==> src/rtl/wb_init_pkg.sv <==
// Shared types and constants for the Wishbone classic-cycle initiator.
// Holds the FSM state encoding, the per-beat address step and the timeout counter sizing.
package wb_init_pkg;

    typedef enum logic [1:0] {
        IDLE,
        ISSUE,
        RESP
    } state_e;

    localparam int unsigned ADDR_STEP = 4;

    // Width of a counter that must hold the value TIMEOUT; at least one bit even when disabled.
    function automatic int unsigned tmo_cnt_w(input int unsigned timeout);
        return (timeout == 0) ? 1 : $clog2(timeout + 1);
    endfunction

endpackage

==> src/rtl/wb_initiator.sv <==
// Wishbone classic-cycle initiator: turns a valid/ready request into single or incrementing
// bursts, returns one response per beat and aborts a beat whose ack never arrives.
module wb_initiator
    import wb_init_pkg::*;
#(
    parameter int unsigned ADDR_W  = 28,
    parameter int unsigned DATA_W  = 32,
    parameter int unsigned TIMEOUT = 255
) (
    input  logic              clk,
    input  logic              rst_n,

    input  logic              req_valid,
    output logic              req_ready,
    input  logic              req_we,
    input  logic [ADDR_W-1:0] req_addr,
    input  logic [3:0]        req_len,
    input  logic [3:0]        req_sel,
    input  logic [DATA_W-1:0] req_wdata,
    output logic              wdata_next,

    output logic              rsp_valid,
    input  logic              rsp_ready,
    output logic [DATA_W-1:0] rsp_rdata,
    output logic              rsp_err,
    output logic              rsp_last,

    output logic              wbm_cyc_o,
    output logic              wbm_stb_o,
    output logic              wbm_we_o,
    output logic [3:0]        wbm_sel_o,
    output logic [ADDR_W-1:0] wbm_adr_o,
    output logic [DATA_W-1:0] wbm_dat_o,
    input  logic [DATA_W-1:0] wbm_dat_i,
    input  logic              wbm_ack_i
);

    localparam int unsigned TMO_W = tmo_cnt_w(TIMEOUT);

    state_e           state;
    logic [3:0]       beats_left;
    logic [TMO_W-1:0] tmo_cnt;

    logic last_beat;
    logic ack_edge;
    logic tmo_hit;

    assign req_ready = (state == IDLE);
    assign last_beat = (beats_left == 4'd0);
    assign ack_edge  = wbm_stb_o && wbm_ack_i;

    // Fires on the edge that would bring the counter up to TIMEOUT; an ack on that edge wins.
    assign tmo_hit = (TIMEOUT != 0) && ((32'(tmo_cnt) + 32'd1) == TIMEOUT);

    always_ff @(posedge clk or negedge rst_n) begin
        if (!rst_n) begin
            state      <= IDLE;
            beats_left <= 4'd0;
            tmo_cnt    <= '0;
            wbm_cyc_o  <= 1'b0;
            wbm_stb_o  <= 1'b0;
            wbm_we_o   <= 1'b0;
            wbm_sel_o  <= 4'd0;
            wbm_adr_o  <= '0;
            wbm_dat_o  <= '0;
            rsp_valid  <= 1'b0;
            rsp_rdata  <= '0;
            rsp_err    <= 1'b0;
            rsp_last   <= 1'b0;
            wdata_next <= 1'b0;
        end else begin
            wdata_next <= 1'b0;

            unique case (state)
                IDLE: begin
                    if (req_valid) begin
                        wbm_we_o   <= req_we;
                        wbm_sel_o  <= req_sel;
                        wbm_adr_o  <= req_addr;
                        wbm_dat_o  <= req_we ? req_wdata : '0;
                        beats_left <= req_len;
                        tmo_cnt    <= '0;
                        wbm_cyc_o  <= 1'b1;
                        wbm_stb_o  <= 1'b1;
                        state      <= ISSUE;
                    end
                end

                ISSUE: begin
                    if (ack_edge) begin
                        wbm_stb_o  <= 1'b0;
                        wbm_cyc_o  <= !last_beat;
                        rsp_valid  <= 1'b1;
                        rsp_rdata  <= wbm_we_o ? '0 : wbm_dat_i;
                        rsp_err    <= 1'b0;
                        rsp_last   <= last_beat;
                        wdata_next <= wbm_we_o;
                        state      <= RESP;
                    end else if (tmo_hit) begin
                        wbm_stb_o  <= 1'b0;
                        wbm_cyc_o  <= 1'b0;
                        rsp_valid  <= 1'b1;
                        rsp_rdata  <= '0;
                        rsp_err    <= 1'b1;
                        rsp_last   <= 1'b1;
                        beats_left <= 4'd0;
                        state      <= RESP;
                    end else if (tmo_cnt != {TMO_W{1'b1}}) begin
                        tmo_cnt <= tmo_cnt + 1'b1;
                    end
                end

                RESP: begin
                    if (rsp_ready) begin
                        rsp_valid <= 1'b0;
                        if (rsp_last) begin
                            state <= IDLE;
                        end else begin
                            // cyc is still high here; only stb needs to come back.
                            beats_left <= beats_left - 4'd1;
                            wbm_adr_o  <= wbm_adr_o + ADDR_W'(ADDR_STEP);
                            wbm_dat_o  <= wbm_we_o ? req_wdata : '0;
                            tmo_cnt    <= '0;
                            wbm_stb_o  <= 1'b1;
                            state      <= ISSUE;
                        end
                    end
                end

                default: state <= IDLE;
            endcase
        end
    end

endmodule

==> config.mk <==
export PLATFORM = sky130hd
export DESIGN_NAME = wb_initiator
export DESIGN_NICKNAME = d
export VERILOG_FILES = /design/src/rtl/wb_init_pkg.sv /design/src/rtl/wb_initiator.sv
export SDC_FILE = /design/constraint.sdc
export NUM_CORES = 1
export LEC_CHECK = 0
export ABC_CLOCK_PERIOD_IN_PS = 2000
export CAP_MARGIN = 20
export CORE_UTILIZATION = 41
export CTS_CLUSTER_DIAMETER = 200
export DETAILED_ROUTE_END_ITERATION = 8
export GPL_ROUTABILITY_DRIVEN = 1
export PLACE_DENSITY = 0.75
export SLEW_MARGIN = 20
export SYNTH_ARGS = -nofsm -noshare
export SYNTH_HDL_FRONTEND = slang
export SYNTH_SLANG_ARGS = --single-unit
==> constraint.sdc <==
create_clock -name clk -period 2 [get_ports clk]
set_clock_uncertainty 0.1 [all_clocks]
set_input_delay 0.3 -clock clk [delete_from_list [all_inputs] [get_ports clk]]
set_output_delay 0.3 -clock clk [all_outputs]
set_load 0.1 [all_outputs]
# Word level (Yosys, flattened, before mapping)
# Index checks and enable logic that the tools add are counted.
[totals] reg_bits=117 input_bits=106 out_inout_bits=104 word_cells=96
[op_classes] add_sub_neg=4 n_eq_ne=12 n_mux=48 n_reduce_logical=18
[op_table] operator="32-bit two-way mux" n=8
[op_table] operator="28-bit two-way mux" n=3
[op_table] operator="32-bit one-hot mux with 2 select lines" n=1
[op_table] operator="28-bit one-hot mux with 2 select lines" n=1
[op_table] operator="8-bit two-way mux" n=6
[op_table] operator="28-bit by 3-bit adder with 28-bit output, second input constant" n=1
[op_table] operator="8-bit one-hot mux with 3 select lines" n=1
[op_table] operator="4-bit two-way mux" n=5
[op_table] operator="1-bit two-way mux" n=14
[op_table] operator="2-bit != test, second input constant" n=7
[op_table] operator="4-bit one-hot mux with 3 select lines" n=1
[op_table] operator="8-bit by 1-bit adder with 9-bit output, second input constant" n=1
[op_table] operator="9-bit by 8-bit == test with 1-bit output, second input constant" n=1
[op_table] operator="3-bit AND reduction" n=3
[op_table] operator="8-bit by 1-bit adder with 8-bit output, second input constant" n=1
[op_table] operator="2-bit two-way mux" n=4
[op_table] operator="8-bit != test, second input constant" n=1
[op_table] operator="2-bit nonzero test" n=4
[op_table] operator="7-bit AND reduction" n=1
[op_table] operator="2-bit one-hot mux with 3 select lines" n=1
[op_table] operator="6-bit AND reduction" n=1
[op_table] operator="5-bit AND reduction" n=1
[op_table] operator="4-bit logical NOT" n=1
[op_table] operator="1-bit one-hot mux with 2 select lines" n=2
[op_table] operator="11 further kinds" n=12

# Longest topological paths before layout
# Gate-level depths: netlist (run 1).
[logic_depth] word_depth=5 mapped_depth=9 depth_no_buf=7

# Worst setup path before layout (run 1)
# No wires, ideal clock.
[synth_path] path_type="reg-to-reg" from="reg state[0]" to="reg wbm_adr_o[16]" setup_ns=0.123 t_arrival_ns=2.423 required_time_ns=1.777 slack_ns=-0.646 stages_incl_launch_ff=9 n_path_buf=2 synth_period_minus_slack_ns=2.646 cell_sequence="dfrtp_1 inv_1 ha_1 nor2_1 a211oi_1 buf_2 nand2_1 buf_2 o221a_2"
[synth_between] elab_chain_len=3 word_cells_on_any_way=8 classes_between="eq/ne: 4; mux: 1; reduce/logical: 3"
[synth_lines] element="start, declared" line="wb_initiator.sv:40" text="state_e state;"
[synth_lines] element="start signal, assigned" line="wb_initiator.sv:57" text="state <= IDLE;"
[synth_lines] element="start signal, assigned" line="wb_initiator.sv:85" text="state <= ISSUE;"
[synth_lines] element="start signal, assigned" line="wb_initiator.sv:98" text="state <= RESP;"
[synth_lines] element="2-bit logical NOT *"
[synth_lines] element="named net req_ready" line="wb_initiator.sv:14" text="output logic req_ready,"
[synth_lines] element="2-bit != test (no line) or 2-bit nonzero test (tied branches)"
[synth_lines] element="4-bit AND reduction (no line)"
[synth_lines] element="end signal, assigned" line="wb_initiator.sv:79" text="wbm_adr_o <= req_addr;"
[synth_lines] element="end signal, assigned" line="wb_initiator.sv:121" text="wbm_adr_o <= wbm_adr_o + ADDR_W'(ADDR_STEP);"
[synth_lines] element="end, declared" line="wb_initiator.sv:32" text="output logic [ADDR_W-1:0] wbm_adr_o,"
# The timed path passes the listed nets; every way through them passes the cells marked *.
# A chain may end at the register's enable or synchronous reset.

# Worst setup path in the final report (run 1)
[layout_path] from="reg tmo_cnt[0]" to="reg beats_left[3]"
[layout_between] elab_chain_len=4
[layout_lines] element="start, declared" line="wb_initiator.sv:42" text="logic [TMO_W-1:0] tmo_cnt;"
[layout_lines] element="start signal, assigned" line="wb_initiator.sv:109" text="tmo_cnt <= tmo_cnt + 1'b1;"
[layout_lines] element="8-bit by 1-bit adder with 9-bit output" line="wb_initiator.sv:53" text="assign tmo_hit = (TIMEOUT != 0) && ((32'(tmo_cnt) + 32'd1) == TIMEOUT);"
[layout_lines] element="9-bit by 8-bit == test with 1-bit output" line="wb_initiator.sv:53"
[layout_lines] element="2-bit != test (no line)"
[layout_lines] element="6-bit AND reduction (no line)"
[layout_lines] element="end signal, assigned" line="wb_initiator.sv:81" text="beats_left <= req_len;"
[layout_lines] element="end signal, assigned" line="wb_initiator.sv:120" text="beats_left <= beats_left - 4'd1;"
[layout_lines] element="end, declared" line="wb_initiator.sv:41" text="logic [3:0] beats_left;"
# No other way between the ends.

==> results.py, run 1 <==
metrics = {
    "finish": {
        "diodes": 0,
        "nets": 941,
        "final_common_cell": "buf_4",
        "mostFrequentLayoutCells": "139 x buf_4, 104 x clkdlybuf4s50_1, 92 x dfrtp_1",
        "layoutNonFillerInstCount": 1013,
        "syn_to_final_growth_pct": 67.1,
        "drive_above_1_share": 0.367,
    },
    "worst_setup_path": {
        "crit_fanout": 3,
        "endpoint_kind": "flip-flop",
        "crit_path_start": "tmo_cnt[0]",
        "reg2reg_depth": 6,
        "worstPathCellList": "ha_4 -> xor2_4 -> nand3_4 -> o31a_1 -> or2_4 -> a221o_1",
        "max_stage_delay_ns": 0.43,
        "timing.rr.end": "beats_left[3]",
        "slowest_stage": "dfrtp_1",
        "crit_arrival_ns": 2.24,
        "cp_data_required_time_ns": 2.20,
        "critPathKind": "reg2reg",
        "r2r_start": "tmo_cnt[0]",
        "cp-start-kind": "flip-flop",
        "critPathCapture": "beats_left[3]",
        "rrSetupSlack_ns": -0.04,
    },
    "route": {
        "routed_wirelength_um": 18500,
        "drc": 0,
        "wl_per_cell_um": 18.3,
        "drtAntennaViolNets": 0,
        "drt_iter0_drc": 566,
        "vias": 5823,
        "via_per_inst": 5.75,
        "dr.pass1.iters": 5,
    },
    "die": {
        "die_w_um": 120,
        "die_h_um": 120,
        "ios": 210,
        "dieArea_sq_um": 14400,
        "num_rows": 42,
        "core_sq_um": 13400,
        "initial_utilization": 0.425,
    },
    "logic_synthesis": {
        "ys_top_cells_by_area": "dfrtp_1 51%, nand2_1 5.6%, a22o_1 5.5%",
        "synth_area_per_cell_sq_um": 9.93,
        "synth_edf_count": 0,
        "yosysSeqAreaShare": 0.515,
        "ys_seq_elements": 117,
        "syn_inst": 573,
        "syn-num-nets": 689,
        "mappedNetlistArea_sq_um": 5690,
        "ys_types": 58,
        "ys.flop_type": "dfrtp_1",
        "yosysWarnings": 0,
        "synthArstFlopShare": 1.00,
        "synth_top_area_frac": 0.515,
        "yosysTopAreaCell": "dfrtp_1",
    },
    "sta": {
        "fmax_mhz": 491,
        "layout_min_cycle_time_ns": 2.04,
        "grt_setup_unrepaired": "yes",
        "tightest_slew_ns": 0.411,
        "finalSetupViolations": 6,
        "period_share": 1.02,
        "timing.slew.headroom": 0.723,
        "finalHoldViolCount": 0,
        "drv_slew": 0,
        "layout_setup_ws_ns": -0.0353,
    },
    "clocking": {
        "path_clk_slew_ns": 0.05,
        "cts_made_buffers": 17,
        "htree_levels": 4,
        "cts_tree": "yes",
        "cts-root-buf": "clkbuf_16",
        "clockBufferDepth": 2,
        "clock_latency_ns": 0.42,
        "cts.sinks": 117,
    },
    "status": {
        "status": "finished, violations left",
        "violations": "setup timing",
    },
    "global_routing": {
        "grt_pass1_vias": 5466,
        "grt_max_degree": 47,
        "grt_pass1_wl_um": 27200,
        "track_usage": 0.241,
        "globalRouteOverflowTotal": 0,
        "antenna_found_initial": 0,
    },
    "worst_hold_path": {
        "worstHoldPathType": "in2async",
    },
    "place": {
        "gp_congestion": 0.889,
        "dpl.cell_count": 966,
        "dp_hpwl_um": 12100,
        "port_buffers": 209,
    },
    "job": {
        "max-cap-violations": 0,
    },
}
[layout make-up]
cell class,count,area [sq um]
fillers,950,3900
multi-input cells,401,2990
flip-flops and latches,117,2980
repair buffers,272,2630
clock buffers,22,464
well taps,176,220
clock inverters,9,153
inverters,16,66.3
[cell usage after synthesis, drive strengths merged, types with 2 or more instances]
library cell and instances:
nor3 7, o22a 4, o21ai 18, nor2b 3, a31oi 6, ha 10
nand3 47, nand4 11, and3 11, and4 6, mux2i 8, and2 7
a22o 36, a31o 5, nand2 85, o31a 2, a41oi 2, nor3b 3
a211o 2, xnor2 2, nor4b 2, nand4b 2, a21o 4, mux2 7
nor4 3, o211ai 4, a21oi 36, clkbuf 16, nand2b 7, inv 16
a41o 2, nor2 16, o221a 5, dfrtp 117, o22ai 23, buf 24
[routing by layer]
layer  global-route usage  up-vias  part of all wire
li1                     -     2617                 -
met1                0.307     2838              0.40
met2                0.389      327              0.49
met3               0.0680       41             0.084
met4               0.0938        0             0.026
met5                    0        -                 0
[stage by stage]
| stage | setup slack (ns) | TNS [ns] | cell area, sq um | hold slack, ns | utilization |
|---|---|---|---|---|---|
| detailed placement | -0.193 | -5.90 | 8280 | 0.110 | 0.618 |
| finish | -0.0353 | -0.0827 | 9500 | 0.216 | 0.709 |
| global placement | -0.148 | -3.85 | 8280 | 0.109 | 0.618 |
| CTS | 0.00158 | 0 | 8930 | 0.216 | 0.666 |
| global route | -0.102 | -1.95 | 9500 | 0.233 | 0.709 |
| floorplan | -0.0318 | -0.329 | 5840 | -0.0956 | - |
[sequential cells by signal (all words and copies together) (netlist names)]
register,cells
tmo_cnt,8
beats_left,4
wbm_sel_o,4
rsp_last,1
state,2
wbm_we_o,1
rsp_valid,1
wbm_cyc_o,1
wdata_next,1
rsp_err,1
wbm_stb_o,1
rsp_rdata,32
wbm_adr_o,28
wbm_dat_o,32
[repair_timing]
item,4_1_cts,5_1_grt
hold buffers,1,0
pin swaps,2,25
resized for setup,5,80
endpoints found under the setup margin,57,70
buffers inserted,1,9
cloned,0,5
endpoints found under the hold margin,17,0
[worst min path at each step]
stage	start	to	slack, ns
floorplan	rst_n	beats_left[0]	-0.1
finish	rst_n	wbm_adr_o[13]	0.22
detailed placement	rst_n	wbm_adr_o[13]	0.11
global route	rst_n	wbm_adr_o[13]	0.23
CTS	rst_n	wbm_adr_o[13]	0.22
global placement	rst_n	wbm_adr_o[13]	0.11
[kinds of logic (layout without fill, tap and decap cells)]
group	count (synthesis)	count (layout)	synth area share
simple gates	213	213	0.187
compound gates	159	160	0.199
flops	117	117	0.515
buf+inv	56	319	0.0429
mux	15	15	0.0279
fa+ha+maj	10	10	0.0220
xor+xnor	3	3	0.00726
[worst max-delay path: cells and delay by family, from the launching register on]
kind                       cells  cell delay, ns
AOI/OAI and AO/OA              2            0.65
xor gates and xnor gates       1            0.18
adders and majority gates      1            0.21
DFF                            1            0.43
and+or+nand+nor                2            0.34
Power of run 1 is not shown: default switching activity piles up to over one toggle a cycle in this logic, so the estimate is an artifact.
==> run 2, diff against run 1 <==
Settings changed: CORE_UTILIZATION 41 to 25, PLACE_DENSITY 0.75 to 0.49.
==> results.py, run 2 (same netlist as run 1, synthesis figures left out) <==
metrics = {
    "status": {
        "status": "finished, violations left",
        "violations": "setup timing",
    },
    "place": {
        "dp_hpwl_um": 13900,
        "port_buffers": 209,
        "place_ws_ns": -0.253,
        "gp_congestion": 0.840,
    },
    "clocking": {
        "clock_latency_ns": 0.42,
        "cts.sinks": 117,
        "cts_made_buffers": 17,
        "cts-root-buf": "clkbuf_16",
        "clockBufferDepth": 2,
        "htree_levels": 4,
        "cts_tree": "yes",
        "path_clk_slew_ns": 0.06,
    },
    "worst_hold_path": {
        "worstHoldPathType": "in2async",
    },
    "worst_setup_path": {
        "endpoint_kind": "flip-flop",
        "crit_fanout": 3,
        "reg2reg_depth": 6,
        "critPathKind": "reg2reg",
        "crit_arrival_ns": 2.22,
        "cp_data_required_time_ns": 2.20,
        "cp-start-kind": "flip-flop",
    },
    "die": {
        "core_sq_um": 22100,
        "die_h_um": 153,
        "die_w_um": 153,
        "ios": 210,
        "initial_utilization": 0.258,
        "num_rows": 54,
        "dieArea_sq_um": 23400,
    },
    "sta": {
        "finalSetupViolations": 1,
        "tightest_slew_ns": 0.357,
        "layout_min_cycle_time_ns": 2.02,
        "drv_slew": 0,
        "timing.slew.headroom": 0.761,
        "layout_setup_ws_ns": -0.0157,
        "grt_setup_unrepaired": "yes",
        "period_share": 1.01,
        "finalHoldViolCount": 0,
        "fmax_mhz": 496,
    },
    "route": {
        "drtAntennaViolNets": 0,
        "via_per_inst": 4.95,
        "drt_iter0_drc": 228,
        "wl_per_cell_um": 17.1,
        "drc": 0,
        "dr.pass1.iters": 4,
        "routed_wirelength_um": 19200,
        "vias": 5582,
    },
    "finish": {
        "syn_to_final_growth_pct": 67.8,
        "mostFrequentLayoutCells": "146 x buf_4, 104 x clkdlybuf4s50_1, 91 x dfrtp_1",
        "fill_cells": 2077,
        "reg_top3": "rsp_rdata (32), wbm_dat_o (32), wbm_adr_o (28)",
        "regArea_sq_um": 2980,
        "drive_above_1_share": 0.353,
        "multi_input_area_sq_um": 2790,
        "nets": 950,
        "final_common_cell": "buf_4",
    },
    "job": {
        "max-cap-violations": 0,
    },
    "global_routing": {
        "antenna_found_initial": 1,
        "grt_pass1_wl_um": 30300,
        "grt_max_degree": 55,
        "grt_pass1_vias": 5667,
        "globalRouteOverflowTotal": 0,
        "track_usage": 0.164,
    },
}
## run 2: path summary, 6_finish.rpt
kind                       slack [ns]          start            end
setup / recovery                -0.02     tmo_cnt[1]  beats_left[3]
hold / removal                   0.30          rst_n  wbm_adr_o[13]
setup reg to reg                -0.02     tmo_cnt[1]  beats_left[3]
hold reg to reg                  0.37  wbm_dat_o[21]  wbm_dat_o[21]
max in group asynchronous        0.87          rst_n  rsp_rdata[30]
min in group clk                 0.33   req_wdata[5]   wbm_dat_o[5]
## run 2: layout make-up
cell class | instances | share of cell area
multi-input combinational | 401 | 0.292
clock buffer | 18 | 0.0460
inverter | 16 | 0.00669
antenna | 1 | 0.000262
sequential | 117 | 0.313
clock inverter | 14 | 0.0208
timing repair buffer | 281 | 0.285
tap | 280 | 0.0367
## run 2: critical path, cell delays in order, from the launching register on
cell,delay [ns]
dfrtp_2,0.45
ha_4,0.19
xor2_4,0.18
nand3_4,0.09
o31a_1,0.34
or2_4,0.25
a221o_1,0.31
## run 2: per-layer routing
metal  track usage  vias up  wire length (um)
met5             0        -                 0
met2         0.266      203              9200
met4        0.0457        0               130
met1         0.211     2724              8640
li1              -     2643                 -
met3        0.0508       12              1270
## run 2: timing repair
item	4_1_cts	5_1_grt
setup buffers	0	2
endpoints found under the hold margin	20	0
endpoints found under the setup margin	19	31
resized for setup	8	40
pin swaps	2	7
cloned	1	2
hold buffers	1	0
## run 2: per-stage QoR
step / hold WS (ns) / instance area, sq um / utilization / TNS [ns] / cells
after CTS: 0.290 / 9270 / 0.420 / -0.00964 / 1123
after global placement: 0.131 / 8590 / 0.389 / -6.41 / 1089
final: 0.301 / 9540 / 0.432 / -0.0157 / 1128
after detailed placement: 0.146 / 8590 / 0.389 / -7.93 / 1089
after global routing: 0.310 / 9540 / 0.432 / -1.13 / 1127
after floorplan: -0.0956 / 5840 / - / -0.329 / 573
Power of run 2 is left out for the same reason.
==> run 3, diff against run 2 <==
Settings changed: CTS_CLUSTER_DIAMETER 200 to 60.
==> results of run 3 <==
Final layout, timing and power as in run 2 (identical DEF).
Power of run 3 is left out for the same reason.
